### config.mk
export PLATFORM = sky130hd
export DESIGN_NAME = shift_normalizer_flat
export DESIGN_NICKNAME = d
export VERILOG_FILES = /design/src/rtl/shift_normalizer_if.sv /design/src/rtl/shift_normalizer.sv /design/src/flat_wrapper.sv
export SDC_FILE = /design/constraint.sdc
export NUM_CORES = 1
export LEC_CHECK = 0
export CAP_MARGIN = 5
export CORE_ASPECT_RATIO = 0.8
export CORE_MARGIN = 2
export CORE_UTILIZATION = 43
export CTS_CLUSTER_DIAMETER = 100
export DETAILED_ROUTE_END_ITERATION = 6
export PLACE_DENSITY = 0.89
export SLEW_MARGIN = 30
export SYNTH_ARGS = -nofsm -noshare
export SYNTH_HDL_FRONTEND = slang
export SYNTH_SLANG_ARGS = --single-unit
### constraint.sdc
create_clock -name clk -period 1.91 [get_ports clk]
set_input_delay 0.573 -clock clk [delete_from_list [all_inputs] [get_ports clk]]
set_output_delay 0.573 -clock clk [all_outputs]
set_load 0.01 [all_outputs]
### src/rtl/shift_normalizer_if.sv
// Handshake bundle between a requester and shift_normalizer.
// master: drives start/din, sees busy/done and the results.
// slave : the normalizer side of the same signals.
interface shift_normalizer_if #(
   parameter int N = 8
);
   localparam int CW = $clog2(N) + 1;

   logic          start;
   logic [N-1:0]  din;
   logic          busy;
   logic          done;
   logic [N-1:0]  shifted;
   logic [CW-1:0] shift_n;
   logic          zero;

   modport master (
      output start, din,
      input  busy, done, shifted, shift_n, zero
   );

   modport slave (
      input  start, din,
      output busy, done, shifted, shift_n, zero
   );
endinterface

### src/rtl/shift_normalizer.sv
// Sequential left-normalizer: shifts one bit per clock until the MSB is set.
// Ports: clk, rst (sync, active-high), bus (slave: start/din in; busy/done/shifted/shift_n/zero out).
module shift_normalizer #(
   parameter int N = 8
) (
   input  logic                clk,
   input  logic                rst,
   shift_normalizer_if.slave   bus
);
   localparam int CW = $clog2(N) + 1;

   typedef enum logic [1:0] {
      S_IDLE,
      S_SHIFT,
      S_DONE
   } state_e;

   state_e        state_q, state_d;
   logic [N-1:0]  w_q, w_d;
   logic [CW-1:0] cnt_q, cnt_d;
   logic          cnt_full;

   // cnt is wide enough to hold N, so a zero operand stops at exactly N
   assign cnt_full = (cnt_q == CW'(N));

   always_ff @(posedge clk) begin
      if (rst) begin
         state_q <= S_IDLE;
         w_q     <= '0;
         cnt_q   <= '0;
      end else begin
         state_q <= state_d;
         w_q     <= w_d;
         cnt_q   <= cnt_d;
      end
   end

   always_comb begin
      state_d = state_q;
      w_d     = w_q;
      cnt_d   = cnt_q;
      case (state_q)
         S_IDLE: begin
            if (bus.start) begin
               w_d     = bus.din;
               cnt_d   = '0;
               state_d = S_SHIFT;
            end
         end
         S_SHIFT: begin
            if (w_q[N-1] || cnt_full) begin
               state_d = S_DONE;
            end else begin
               w_d   = w_q << 1;
               cnt_d = cnt_q + 1'b1;
            end
         end
         S_DONE: begin
            state_d = S_IDLE;
         end
         default: begin
            state_d = S_IDLE;
         end
      endcase
   end

   // results come straight from the working registers and hold in IDLE
   assign bus.busy    = (state_q != S_IDLE);
   assign bus.done    = (state_q == S_DONE);
   assign bus.shifted = w_q;
   assign bus.shift_n = cnt_q;
   assign bus.zero    = cnt_full;
endmodule

### src/flat_wrapper.sv
// flat-port wrapper written by rule: the top's interface ports become plain ports
module shift_normalizer_flat 
#(
   parameter int N = 8
)
  (clk, rst, bus_start, bus_din, bus_busy, bus_done, bus_shifted, bus_shift_n, bus_zero);
  shift_normalizer_if #(.N(N)) bus_i ();
  input  logic clk;
  input  logic rst;
  input wire logic [$bits(bus_i.start)-1:0] bus_start;
  input wire logic [$bits(bus_i.din)-1:0] bus_din;
  output wire logic [$bits(bus_i.busy)-1:0] bus_busy;
  output wire logic [$bits(bus_i.done)-1:0] bus_done;
  output wire logic [$bits(bus_i.shifted)-1:0] bus_shifted;
  output wire logic [$bits(bus_i.shift_n)-1:0] bus_shift_n;
  output wire logic [$bits(bus_i.zero)-1:0] bus_zero;
  assign bus_i.start = bus_start;
  assign bus_i.din = bus_din;
  assign bus_busy = bus_i.busy;
  assign bus_done = bus_i.done;
  assign bus_shifted = bus_i.shifted;
  assign bus_shift_n = bus_i.shift_n;
  assign bus_zero = bus_i.zero;
  shift_normalizer #(.N(N)) u_core (.clk(clk), .rst(rst), .bus(bus_i));
endmodule
==> metrics.yaml <==
endpoint_kind: "output pin"
die_h_um: 40.84
cts_made_buffers: 3
leakage_nw: 0.4709
design_area_mm2: 0.001102
numClockSinks: 14
fp.dieW_um: 50.05
ys_seq_area_frac: 0.3842
ys_top_cells_by_area: "dfxtp_1 (38%), a211oi_1 (14%), mux2i_1 (11%), ha_1 (3.4%), nand2b_1 (2.6%)"
coreArea_mm2: 0.001610
antenna_found_initial: 0
async_reset_ff_frac: 0
rows: 13
synth.top_cell.area_share: 0.3842
setup_viol: 0
syn_area_um2: 729.5
synth_top_area_cell: "dfxtp_1"
worstMarginPinSlew_ns: 0.5577
rsz0062_at_grt: "no"
crit_type: "flip-flop to output pin"
drive_above_1_share: 0.2523
postSynthAreaPerCell_um2: 10.13
p_per_area_mw_per_mm2: 752.3
fin_crit_sh: 0.9726
fmax_mhz: 538.3
grt_pass1_vias: 661
worstReg2RegStart: "u_core.state_q[0]$_SDFFE_PP0P_"
clkSlewWorstSetupHoldPaths_ns: 0.09
critPathRequiredTime_ns: 1.34
syn_inst: 72
cts_root_buf: "clkbuf_4"
synth.distinct_cells: 31
skew_ns: 0.005325
hpwl_um: 1518
ir_worst_vdd_v: 0.0005779
synth.top_cells.by_count: "a211oi_1 (14), dfxtp_1 (14), mux2i_1 (8)"
ys_warn_count: 0
grt_max_degree: 12
drtAntennaViolNets: 0
io_pins: 26
path_max_fanout: 4
slew_headroom: 0.6282
maxSlewViolCount: 0
cts_tree: "built"
nNetsFinal: 121
die_area_mm2: 0.002044
clock_path_buffers: 2
worst_r2r_path_depth: 3
syn-num-nets: 85
area_delta_synth_final_pct: 51.12
cp.arrival_ns: 1.28
holdWs_ns: 0.5184
drc: 0
grt_overflow: 0
whs_path_depth: 2
h-tree-depth: 1
drtIter0Drc: 11
grtUsageTotal: 0.2132
synth-edff-count: 0
viasPerCell: 5.682
period_minus_slack_ns: 1.858
status: "complete, no violations"
drt_wl_total_um: 2032
ys_ff_latch: 14
dpl_cell_area_mm2: 0.001056
wl_per_cell_um: 15.75
insertion_delay_ns: 0.29
maxCapViolCount: 0
initial_core_util: 0.4530
routed-via-count: 733
hold_class: "flip-flop to flip-flop"
n_antenna_cell: 0
numPortBuffers: 25
firstDrtPassIters: 4
synthFlopType: "dfxtp_1"
hold_violations: 0
cp-start-kind: "flip-flop"
crit_start: "u_core.bus.shift_n[2]$_SDFFE_PP0P_"
gp_congestion: 0.8062
worstHoldStart: "u_core.bus.shift_n[0]$_SDFFE_PP0P_"
grt_pass1_wl_um: 3105
## cell families (layout without fill, tap and decap cells)
logic type | Yosys count | after routing | synth area share
compound gates | 23 | 23 | 0.2298
simple gates | 18 | 18 | 0.2007
flops | 14 | 14 | 0.3842
mux | 8 | 8 | 0.1098
buf+inv | 7 | 42 | 0.04117
fa+ha+maj | 2 | 2 | 0.03430
## path summary, 6_finish.rpt
| kind | slack, ns | endpoint |
|---|---|---|
| setup / recovery | 0.05 | bus_shift_n[2] |
| hold / removal | 0.52 | u_core.bus.shift_n[0]$_SDFFE_PP0P_ |
| setup reg to reg | 0.33 | u_core.bus.shift_n[1]$_SDFFE_PP0P_ |
| hold reg to reg | 0.52 | u_core.bus.shift_n[0]$_SDFFE_PP0P_ |
## registers in the layout, indices dropped and copies added (netlist names)
signal,count
u_core.bus.shifted,8
u_core.state_q,2
u_core.bus.shift_n,4
## report_power, final
group	switching, W	leakage, nW	internal (W)
registers	0.0000302	0.117	0.000324
logic	0.000113	0.333	0.000138
clock network	0.000107	0.0210	0.000116
## through the flow
| stage | util | TNS, ns | setup slack (ns) | std cells | total power (W) |
|---|---|---|---|---|---|
| global route | 0.6845 | 0 | 0.02751 | 129 | 0.0008644 |
| CTS | 0.6799 | 0 | 0.01627 | 128 | 0.0008309 |
| global placement | 0.6558 | -0.3500 | -0.05388 | 124 | 0.0005984 |
| detailed placement | 0.6558 | -0.6046 | -0.1003 | 124 | 0.0006123 |
| finish | 0.6845 | 0 | 0.05227 | 129 | 0.0008292 |
| floorplan | - | 0 | 0.3940 | 72 | 0.0004865 |
## layout by cell type, fill, tap and decap left out, drive strengths merged, types with 3 or more instances in the layout
cell,netlist,layout
dfxtp,14,14
a211oi,14,14
buf,2,10
mux2i,8,8
nand2b,3,3
or3b,3,3
clkdlybuf4s50,0,21
inv,3,3
clkbuf,2,5
## area by class of cell
type | instances | area [µm²]
Fill cell | 132 | 508.0
Multi-Input combinational cell | 51 | 419.2
Timing Repair Buffer | 35 | 320.3
Sequential cell | 14 | 287.8
Clock buffer | 4 | 36.28
Tap cell | 22 | 27.53
Inverter | 3 | 11.26
## worst max-delay path, cell delays in order (launching register included)
cell and delay, ns:
dfxtp_1 0.34, buf_4 0.13, clkdlybuf4s50_1 0.53
## metal layers
layer,up-vias,share of wire,global-route usage
li1,346,-,-
met1,359,0.44,0.2495
met2,22,0.49,0.3947
met3,6,0.046,0.05839
met4,0,0.021,0.06250
met5,-,0,0
## what timing repair did
action	CTS	global route
hold buffers	0	0
setup buffers	0	1
resized for setup	7	4
setup endpoints to repair	3	3
(Power assumes the default switching activity.)
